**config.mk**
```make
export PLATFORM = sky130hd
export DESIGN_NAME = vx_wb_commit_arbiter_flat
export DESIGN_NICKNAME = d
export VERILOG_FILES = /design/src/rtl/vx_wb_commit_arbiter_pkg.sv /design/src/rtl/vx_wb_commit_arbiter_if.sv /design/src/rtl/vx_wb_commit_arbiter_rr_picker.sv /design/src/rtl/vx_wb_commit_arbiter.sv /design/src/flat_wrapper.sv
export SDC_FILE = /design/constraint.sdc
export NUM_CORES = 1
export LEC_CHECK = 0
export CORE_AREA = 2 2 134 136
export CTS_CLUSTER_DIAMETER = 40
export CTS_CLUSTER_SIZE = 8
export DETAILED_ROUTE_END_ITERATION = 8
export DIE_AREA = 0 0 136 138
export GPL_TIMING_DRIVEN = 1
export HOLD_SLACK_MARGIN = 0.12
export PLACE_DENSITY = 0.67
export RECOVER_POWER = 25
export SYNTH_ARGS = -nofsm -noshare
export SYNTH_HDL_FRONTEND = slang
export SYNTH_HIERARCHICAL = 1
export SYNTH_SLANG_ARGS = --single-unit
```
**constraint.sdc**
```tcl
create_clock -name clk -period 10.1 [get_ports clk]
set_clock_uncertainty 0.15 [all_clocks]
set_input_delay 1.01 -clock clk [delete_from_list [all_inputs] [get_ports clk]]
set_output_delay 1.01 -clock clk [all_outputs]
set_load 0.02 [all_outputs]
```
**src/rtl/vx_wb_commit_arbiter_pkg.sv**
```systemverilog
// Shared types for the issue-slot writeback commit path.
// Used by the commit arbiter and the writeback packers.
package vx_wb_commit_arbiter_pkg;

    localparam int WB_DATAW = 64;

    typedef enum logic {
        ST_IDLE   = 1'b0,
        ST_LOCKED = 1'b1
    } arb_state_e;

    typedef struct packed {
        logic [WB_DATAW-1:0] data;
        logic                sop;
        logic                eop;
    } wb_beat_t;

    function automatic int idx_width(input int n);
        return (n > 1) ? $clog2(n) : 1;
    endfunction

endpackage

```
**src/rtl/vx_wb_commit_arbiter_if.sv**
```systemverilog
// Request and writeback bundle between execute units and the scoreboard.
// master = requester side, slave = arbiter side.
interface vx_wb_commit_arbiter_if
    import vx_wb_commit_arbiter_pkg::*;
#(
    parameter int NUM_REQS = 4,
    parameter int DATAW    = WB_DATAW
);
    localparam int IDXW = idx_width(NUM_REQS);

    logic [NUM_REQS-1:0]            req_valid;
    logic [NUM_REQS-1:0][DATAW-1:0] req_data;
    logic [NUM_REQS-1:0]            req_sop;
    logic [NUM_REQS-1:0]            req_eop;
    logic [NUM_REQS-1:0]            req_ready;

    logic             wb_valid;
    logic [DATAW-1:0] wb_data;
    logic             wb_sop;
    logic             wb_eop;
    logic [IDXW-1:0]  wb_idx;
    logic             proto_err;

    modport master (
        output req_valid, req_data, req_sop, req_eop,
        input  req_ready,
        input  wb_valid, wb_data, wb_sop, wb_eop, wb_idx, proto_err
    );

    modport slave (
        input  req_valid, req_data, req_sop, req_eop,
        output req_ready,
        output wb_valid, wb_data, wb_sop, wb_eop, wb_idx, proto_err
    );

endinterface

```
**src/rtl/vx_wb_commit_arbiter_rr_picker.sv**
```systemverilog
// Combinational cyclic priority pick: first valid at or after i_ptr.
// Reusable by other issue-slot schedulers.
module vx_rr_picker
    import vx_wb_commit_arbiter_pkg::*;
#(
    parameter int NUM_REQS = 4,
    localparam int IDXW    = idx_width(NUM_REQS)
) (
    input  logic [NUM_REQS-1:0] i_valid,
    input  logic [IDXW-1:0]     i_ptr,
    output logic [NUM_REQS-1:0] o_grant,
    output logic [IDXW-1:0]     o_idx,
    output logic                o_any
);

    logic [IDXW-1:0] w_cand;

    always_comb begin
        o_grant = '0;
        o_idx   = '0;
        o_any   = 1'b0;
        w_cand  = '0;
        for (int k = 0; k < NUM_REQS; k++) begin
            w_cand = IDXW'((int'(i_ptr) + k) % NUM_REQS);
            if (!o_any && i_valid[w_cand]) begin
                o_any           = 1'b1;
                o_grant[w_cand] = 1'b1;
                o_idx           = w_cand;
            end
        end
    end

endmodule

```
**src/rtl/vx_wb_commit_arbiter.sv**
```systemverilog
// Round-robin writeback arbiter with sop..eop packet locking and a
// registered, non-backpressured output toward the scoreboard.
module vx_wb_commit_arbiter
    import vx_wb_commit_arbiter_pkg::*;
#(
    parameter int NUM_REQS = 4,
    parameter int DATAW    = WB_DATAW
) (
    input  logic                  clk,
    input  logic                  reset,
    vx_wb_commit_arbiter_if.slave bus
);

    localparam int IDXW = idx_width(NUM_REQS);

    arb_state_e      r_state;
    logic [IDXW-1:0] r_rr_ptr;
    logic [IDXW-1:0] r_owner;
    logic            r_wb_valid;
    wb_beat_t        r_beat;
    logic [IDXW-1:0] r_wb_idx;
    logic            r_proto_err;

    logic [NUM_REQS-1:0] w_pick_gnt;
    logic [IDXW-1:0]     w_pick_idx;
    logic                w_pick_any;
    logic [NUM_REQS-1:0] w_gnt;
    logic [IDXW-1:0]     w_idx;
    logic                w_any;
    logic                w_sop;
    logic                w_eop;
    logic [IDXW-1:0]     w_next;

    vx_rr_picker #(
        .NUM_REQS (NUM_REQS)
    ) u_picker (
        .i_valid (bus.req_valid),
        .i_ptr   (r_rr_ptr),
        .o_grant (w_pick_gnt),
        .o_idx   (w_pick_idx),
        .o_any   (w_pick_any)
    );

    // While locked only the owner may win; an idle owner is a bubble.
    always_comb begin
        w_gnt = '0;
        w_idx = r_owner;
        w_any = 1'b0;
        unique case (r_state)
            ST_IDLE: begin
                w_gnt = w_pick_gnt;
                w_idx = w_pick_idx;
                w_any = w_pick_any;
            end
            ST_LOCKED: begin
                w_any          = bus.req_valid[r_owner];
                w_gnt[r_owner] = w_any;
            end
            default: begin
                w_gnt = '0;
            end
        endcase
    end

    assign w_sop  = bus.req_sop[w_idx];
    assign w_eop  = bus.req_eop[w_idx];
    assign w_next = (w_idx == IDXW'(NUM_REQS - 1)) ? '0 : w_idx + 1'b1;

    always_ff @(posedge clk) begin
        if (reset) begin
            r_state     <= ST_IDLE;
            r_rr_ptr    <= '0;
            r_owner     <= '0;
            r_wb_valid  <= 1'b0;
            r_beat      <= '0;
            r_wb_idx    <= '0;
            r_proto_err <= 1'b0;
        end else begin
            r_wb_valid <= w_any;
            if (w_any) begin
                r_beat.data <= WB_DATAW'(bus.req_data[w_idx]);
                r_beat.sop  <= w_sop;
                r_beat.eop  <= w_eop;
                r_wb_idx    <= w_idx;
            end
            unique case (r_state)
                ST_IDLE: begin
                    if (w_any) begin
                        if (!w_sop) r_proto_err <= 1'b1;
                        if (w_eop) begin
                            r_rr_ptr <= w_next;
                        end else begin
                            r_state <= ST_LOCKED;
                            r_owner <= w_idx;
                        end
                    end
                end
                ST_LOCKED: begin
                    if (w_any) begin
                        if (w_sop) r_proto_err <= 1'b1;
                        if (w_eop) begin
                            r_state  <= ST_IDLE;
                            r_rr_ptr <= w_next;
                        end
                    end
                end
                default: r_state <= ST_IDLE;
            endcase
        end
    end

    assign bus.req_ready = w_gnt;
    assign bus.wb_valid  = r_wb_valid;
    assign bus.wb_data   = DATAW'(r_beat.data);
    assign bus.wb_sop    = r_beat.sop;
    assign bus.wb_eop    = r_beat.eop;
    assign bus.wb_idx    = r_wb_idx;
    assign bus.proto_err = r_proto_err;

endmodule
```
**src/flat_wrapper.sv**
```systemverilog
// flat-port wrapper written by rule: the top's interface ports become plain ports
module vx_wb_commit_arbiter_flat import vx_wb_commit_arbiter_pkg::*;
#(
    parameter int NUM_REQS = 4,
    parameter int DATAW    = WB_DATAW
)
  (clk, reset, bus_req_valid, bus_req_data, bus_req_sop, bus_req_eop, bus_req_ready, bus_wb_valid, bus_wb_data, bus_wb_sop, bus_wb_eop, bus_wb_idx, bus_proto_err);
  vx_wb_commit_arbiter_if #(.NUM_REQS(NUM_REQS), .DATAW(DATAW)) bus_i ();
  input  logic clk;
  input  logic reset;
  input wire logic [$bits(bus_i.req_valid)-1:0] bus_req_valid;
  input wire logic [$bits(bus_i.req_data)-1:0] bus_req_data;
  input wire logic [$bits(bus_i.req_sop)-1:0] bus_req_sop;
  input wire logic [$bits(bus_i.req_eop)-1:0] bus_req_eop;
  output wire logic [$bits(bus_i.req_ready)-1:0] bus_req_ready;
  output wire logic [$bits(bus_i.wb_valid)-1:0] bus_wb_valid;
  output wire logic [$bits(bus_i.wb_data)-1:0] bus_wb_data;
  output wire logic [$bits(bus_i.wb_sop)-1:0] bus_wb_sop;
  output wire logic [$bits(bus_i.wb_eop)-1:0] bus_wb_eop;
  output wire logic [$bits(bus_i.wb_idx)-1:0] bus_wb_idx;
  output wire logic [$bits(bus_i.proto_err)-1:0] bus_proto_err;
  assign bus_i.req_valid = bus_req_valid;
  assign bus_i.req_data = bus_req_data;
  assign bus_i.req_sop = bus_req_sop;
  assign bus_i.req_eop = bus_req_eop;
  assign bus_req_ready = bus_i.req_ready;
  assign bus_wb_valid = bus_i.wb_valid;
  assign bus_wb_data = bus_i.wb_data;
  assign bus_wb_sop = bus_i.wb_sop;
  assign bus_wb_eop = bus_i.wb_eop;
  assign bus_wb_idx = bus_i.wb_idx;
  assign bus_proto_err = bus_i.proto_err;
  vx_wb_commit_arbiter #(.NUM_REQS(NUM_REQS), .DATAW(DATAW)) u_core (.clk(clk), .reset(reset), .bus(bus_i));
endmodule
```
==> results of run 1 <==
==> cell families (layout without fill, tap and decap cells) <==
group           Yosys count  in the layout  share of synthesized area [%]
simple gates            161            161                          14.07
flops                    75             75                          31.21
xor+xnor                  1              1                         0.1821
mux                      80             80                          35.89
buf+inv                  50            371                          6.242
compound gates           95             95                          11.11
fa+ha+maj                 5              5                          1.300
==> worst register-to-register path: stages, from the launching register on <==
cell and delay (ps):
dfxtp_1 700, inv_1 140, ha_1 390, mux4_2 390, and2b_2 280, o21ai_0 150, o31ai_1 140, mux2i_4 160
buf_4 510, buf_4 740, mux4_2 650, nand2_1 80, a21oi_1 70
==> layout make-up <==
cell class,instances,area [um^2]
Fill cell,1660,8902
Timing Repair Buffer,349,3473
Multi-Input combinational cell,342,3018
Sequential cell,75,1501
Tap cell,229,286.5
Clock buffer,11,252.7
Clock inverter,4,73.82
Inverter,7,26.28
==> worst min-delay path by stage <==
stage,end,cells past startpoint,slack [ps]
2_1_floorplan,u_core/r_rr_ptr[0],2,350
3_3_place_gp,u_core/bus.wb_data[51],2,290
3_5_place_dp,u_core/bus.wb_data[22],2,290
4_1_cts,u_core/bus.wb_data[22],2,300
5_1_grt,u_core/bus.wb_data[51],2,310
6_report,u_core/bus.wb_data[58],2,300
==> where the power goes <==
group | switching (mW) | leakage (nW) | internal (mW) | total, mW
clock | 0.127 | 0.162 | 0.229 | 0.356
sequential | 0.0969 | 0.621 | 0.452 | 0.549
combinational | 0.873 | 2.48 | 0.869 | 1.74
==> cell usage in the layout (no fill, tap or decap), drive strengths merged, types with 4 or more instances in the layout <==
| master | n |
|---|---|
| o21ai | 8 |
| mux2 | 4 |
| a21oi | 69 |
| ha | 5 |
| buf | 7 |
| clkbuf | 11 |
| nor2 | 8 |
| mux2i | 5 |
| dlygate4sd3 | 37 |
| dfxtp | 75 |
| nand2 | 135 |
| inv | 7 |
| a22oi | 8 |
| a211oi | 4 |
| mux4 | 71 |
| clkdlybuf4s50 | 305 |
| nor2b | 5 |
==> layer usage <==
layer / vias to the layer above / wire [um] / global-route usage (%)
met5: - / 0 / 0
met4: 0 / 336 / 6.086
met3: 21 / 1611 / 4.327
met2: 249 / 9483 / 34.30
met1: 2330 / 7279 / 23.74
li1: 2351 / - / -
==> sequential cells by signal (all words and copies together), names as in the netlist, named ones only <==
name / count
u_core/bus.wb_idx: 2
u_core/bus.wb_sop: 1
u_core/bus.wb_data: 64
u_core/r_rr_ptr: 2
u_core/bus.wb_valid: 1
u_core/r_owner: 2
u_core/bus.proto_err: 1
u_core/bus.wb_eop: 1
==> per-stage QoR <==
step | area (um^2) | power, mW
2_1_floorplan | 4811 | 1.767
3_3_place_gp | 8305 | 2.338
3_5_place_dp | 8305 | 2.349
4_1_cts | 8632 | 2.720
5_1_grt | 8632 | 2.833
6_report | 8632 | 2.647
==> flow_summary.yaml, run 1 <==
sta:
  rsz0062_at_grt: "no"
  period_needed_ps: 4963
  fmax_ghz: 0.2015
  whs_ps: 295.9
  setup_viol: 0
  hold_viol: 0
  fin_ws_ps: 5137
  fin_tns_setup_ps: 0
  relSlewSlack_pct: 30.42
  worst_pin_slew_ps: 1044
  drv_slew: 0
  post-route-period-util_pct: 49.14
power:
  ir_worst_vdd_mv: 0.1441
  cellLeakagePower_nw: 3.263
  power.density_nw_per_um2: 306.6
worst_setup_path:
  crit_buf_inv: 3
  worst_r2r_path_depth: 12
  start_kind: "input pin"
  rr_startpoint: "u_core/r_rr_ptr[0]"
  slowest_delay_ps: 710
  cp_max_fo: 38
  crit_chain: "clkdlybuf4s50_1, mux4_1, and2b_2, o21ai_0, o31ai_1, mux2i_4, buf_4, buf_4, mux4_2, nand2_1, a21oi_1"
  crit_arrival_ps: 4990
  crit_type: "in2reg"
  worstSetupEndpoint: "u_core/bus.wb_data[8]"
  worstPathRequired_ps: 10130
  cp_num_cells: 11
  cp-startpoint: "bus_req_valid[3]"
  crit_top_cell: "buf_4"
  slowest_stage: "buf_4"
  critical_path.top_delay_family: "buffers and inverters"
  cp-end-kind: "flop"
  r2r-end: "u_core/bus.wb_data[8]"
  rrSetupSlack_ps: 5380
clock_tree:
  cts_tree: "built"
  cts_root_buf: "clkbuf_16"
  ctsHoldBuffers: 0
  cts-buffers-inserted: 9
  postCtsSetupRepairBufs: 0
  clkTransAtPathRegs_ps: 60
  cts_resized: 0
  insertion_delay_ps: 330
  cts_sinks: 75
  h-tree-depth: 3
  cts_max_path_buffers: 2
synthesis:
  syn_area_per_cell_um2: 10.30
  synthFlopType: "dfxtp_1"
  yosys.area.top_type_share_pct: 32.30
  yosysSeqAreaShare_pct: 31.21
  synth.most_common_cell: "nand2_1"
  netlist_top_cells_area: "mux4_2, dfxtp_1, nand2_1"
  synthCells: 467
  synth_seq_cells: 75
  synth_edf_count: 0
  synth_area_leader_cell: "mux4_2"
  netlist_area_um2: 4811
  yosys-top-cells-count: "nand2_1, dfxtp_1, mux4_2"
  yosys.cell_types.count: 40
  ys_warn_count: 6
  synth_fp_nets: 742
  synth-async-reset-ratio_pct: 0
routing:
  route.detailed.drc: 0
  via_count: 4951
  routed_wl_mm: 18.71
  firstDrtPassIters: 4
  post_drt_wl_per_cell_um: 18.40
  routed_via_density: 4.868
  drt_iter0_drc: 269
  postRouteAntennaNets: 0
job:
  drv_cap: 0
placement:
  dp.cells: 1002
  port_buffers: 343
  dpl_worst_slack_ps: 4726
  gp_congestion: 0.7902
  dp_hpwl_mm: 14.18
global_route:
  grt_pass1_wl_mm: 28.29
  antenna_found_initial: 0
  grt_max_degree: 78
  grt_usage_pct: 19.58
  first_global_vias: 5046
  overflow: 0
cells_and_area:
  drive_gt1_share_pct: 12.94
  syn_to_final_growth_pct: 79.43
  finish.utilization_pct: 49.23
  final_nets: 1059
  num_antenna_cells: 0
  fin_cells: 1017
die:
  io_pins: 344
  die_area_um2: 18770
  die_w_um: 136
  die_h_um: 138
  initial_core_util_pct: 27.44
  rows: 49
  coreArea_um2: 17530
min_path:
  hold_class: "reg2reg"
  min_from: "u_core/bus.wb_data[58]"
status:
  status: "complete, no violations"
(Power assumes the default switching activity.)
==> run 2: changes to the inputs <==
--- a/config.mk
+++ b/config.mk
@@ -12,7 +12,7 @@
 export DIE_AREA = 0 0 136 138
 export GPL_TIMING_DRIVEN = 1
 export HOLD_SLACK_MARGIN = 0.12
-export PLACE_DENSITY = 0.67
+export PLACE_DENSITY = 0.69
 export RECOVER_POWER = 25
 export SYNTH_ARGS = -nofsm -noshare
 export SYNTH_HDL_FRONTEND = slang
==> constraint.sdc (replaced) <==
create_clock -name clk -period 4.3 [get_ports clk]
set_clock_uncertainty 0.15 [all_clocks]
set_input_delay 0.43 -clock clk [delete_from_list [all_inputs] [get_ports clk]]
set_output_delay 0.43 -clock clk [all_outputs]
set_load 0.02 [all_outputs]
==> flow_summary.yaml, run 2 (synthesis results as in run 1) <==
clock_tree:
  h-tree-depth: 3
  cts_sinks: 75
  postCtsSetupRepairBufs: 0
  cts_resized: 0
  clkTransAtPathRegs_ps: 60
  cts_tree: "built"
  cts_max_path_buffers: 2
  insertion_delay_ps: 330
  cts-buffers-inserted: 9
  ctsHoldBuffers: 0
  cts_root_buf: "clkbuf_16"
power:
  total_power_mw: 6.174
  power.density_nw_per_um2: 712.7
  cellLeakagePower_nw: 3.275
  ir_worst_vdd_mv: 0.5024
  switching_share_pct: 41.79
  p_clk_share_pct: 11.0
  p_int_mw: 3.594
  pwr-share-seq_pct: 20.6
  p_sw_mw: 2.580
  pwr-share-comb_pct: 68.4
sta:
  setup_viol: 0
  worst_pin_slew_ps: 770.5
  hold_viol: 0
  fin_tns_setup_ps: 0
  period_needed_ps: 3939
  fmax_ghz: 0.2539
  relSlewSlack_pct: 48.63
  post-route-period-util_pct: 91.61
  rsz0062_at_grt: "no"
  drv_slew: 0
die:
  die_area_um2: 18770
  initial_core_util_pct: 27.44
  coreArea_um2: 17530
  io_pins: 344
  die_w_um: 136
  die_h_um: 138
  rows: 49
job:
  drv_cap: 0
global_route:
  first_global_vias: 5092
  grt_max_degree: 68
  grt_usage_pct: 18.66
  grt_pass1_wl_mm: 27.23
  overflow: 0
  antenna_found_initial: 0
placement:
  dp.cells: 1005
  dp_hpwl_mm: 13.95
  port_buffers: 343
  placed_cell_area_um2: 8403
  gp_congestion: 0.7935
worst_setup_path:
  crit_type: "reg2out"
  rr_startpoint: "u_core/r_rr_ptr[1]"
  cp_max_fo: 10
  worst_r2r_path_depth: 10
  cp-end-kind: "primary output"
  worstPathRequired_ps: 3720
  r2r-end: "u_core/r_owner[1]"
  crit_arrival_ps: 3360
  rrSetupSlack_ps: 530
  start_kind: "flop"
routing:
  postRouteAntennaNets: 0
  post_drt_wl_per_cell_um: 17.49
  firstDrtPassIters: 4
  via_count: 4921
  routed_wl_mm: 17.84
  route.detailed.drc: 0
  wl_met1_mm: 6.553
  drt_iter0_drc: 184
  dr_wl_met3_mm: 1.727
  routed-wl-met2_mm: 9.201
  top_layer_used: "met4"
  routed_via_density: 4.825
min_path:
  hold_class: "reg2reg"
  whs_path_depth: 2
  min_to: "u_core/bus.wb_data[21]"
  min_from: "u_core/bus.wb_data[21]"
cells_and_area:
  final_nets: 1062
  syn_to_final_growth_pct: 80.08
  layout_common_cells: "clkdlybuf4s50_1, nand2_1, dfxtp_1"
  layout_commonest_cell: "clkdlybuf4s50_1"
  num_antenna_cells: 0
  largest_reg_flops: 64
  fin_cells: 1020
  drive_gt1_share_pct: 13.15
  final_cell_area_um2: 8663
  finish.utilization_pct: 49.41
status:
  status: "complete, no violations"
[run 2: power by group through the flow]
stage               registers, mW  clock network, mW  logic, mW
finish                       1.27              0.680       4.22
global route                 1.32              0.737       4.56
CTS                          1.29              0.705       4.36
detailed placement           1.30                  0       4.34
global placement             1.29                  0       4.32
floorplan                    1.67                  0       2.48
[run 2: cell type report]
cell class / count / area (um^2)
inverters: 7 / 26.28
clock inverters: 5 / 31.28
clock buffers: 10 / 229.0
fillers: 1658 / 8871
multi-input cells: 342 / 3018
flip-flops and latches: 75 / 1501
repair buffers: 352 / 3571
well taps: 229 / 286.5
[run 2: worst max path at each step]
stage                        from                     to  slack [ps]  cells after the start
6_report       u_core/r_rr_ptr[1]       bus_req_ready[2]         360                      9
5_1_grt        u_core/r_rr_ptr[1]       bus_req_ready[2]         100                      9
4_1_cts        u_core/r_rr_ptr[1]       bus_req_ready[2]         370                      9
3_5_place_dp     bus_req_valid[3]   u_core/bus.proto_err         400                     10
3_3_place_gp     bus_req_valid[3]   u_core/bus.proto_err         440                     10
2_1_floorplan  u_core/r_rr_ptr[0]  u_core/bus.wb_data[0]         930                     14
[run 2: worst max-delay path, cell delays in order (launching register included)]
cell,delay (ps)
dfxtp_1,540
inv_1,180
ha_1,410
mux4_2,450
nor4b_4,410
a22oi_1,120
o21ai_0,100
inv_1,50
o21ai_0,140
clkdlybuf4s50_1,630
[run 2: metrics by stage]
step	setup slack [ps]	hold WS (ps)
after floorplan	926.9	346.5
after global placement	435.8	286.8
after detailed placement	404.8	293.0
after CTS	370.7	301.1
after global routing	103.0	312.9
final	361.0	295.3
[run 2: layer usage]
layer	global-route usage, %	vias up
met3	4.877	22
met4	6.634	0
met5	0	-
li1	-	2363
met2	33.93	234
met1	20.70	2302
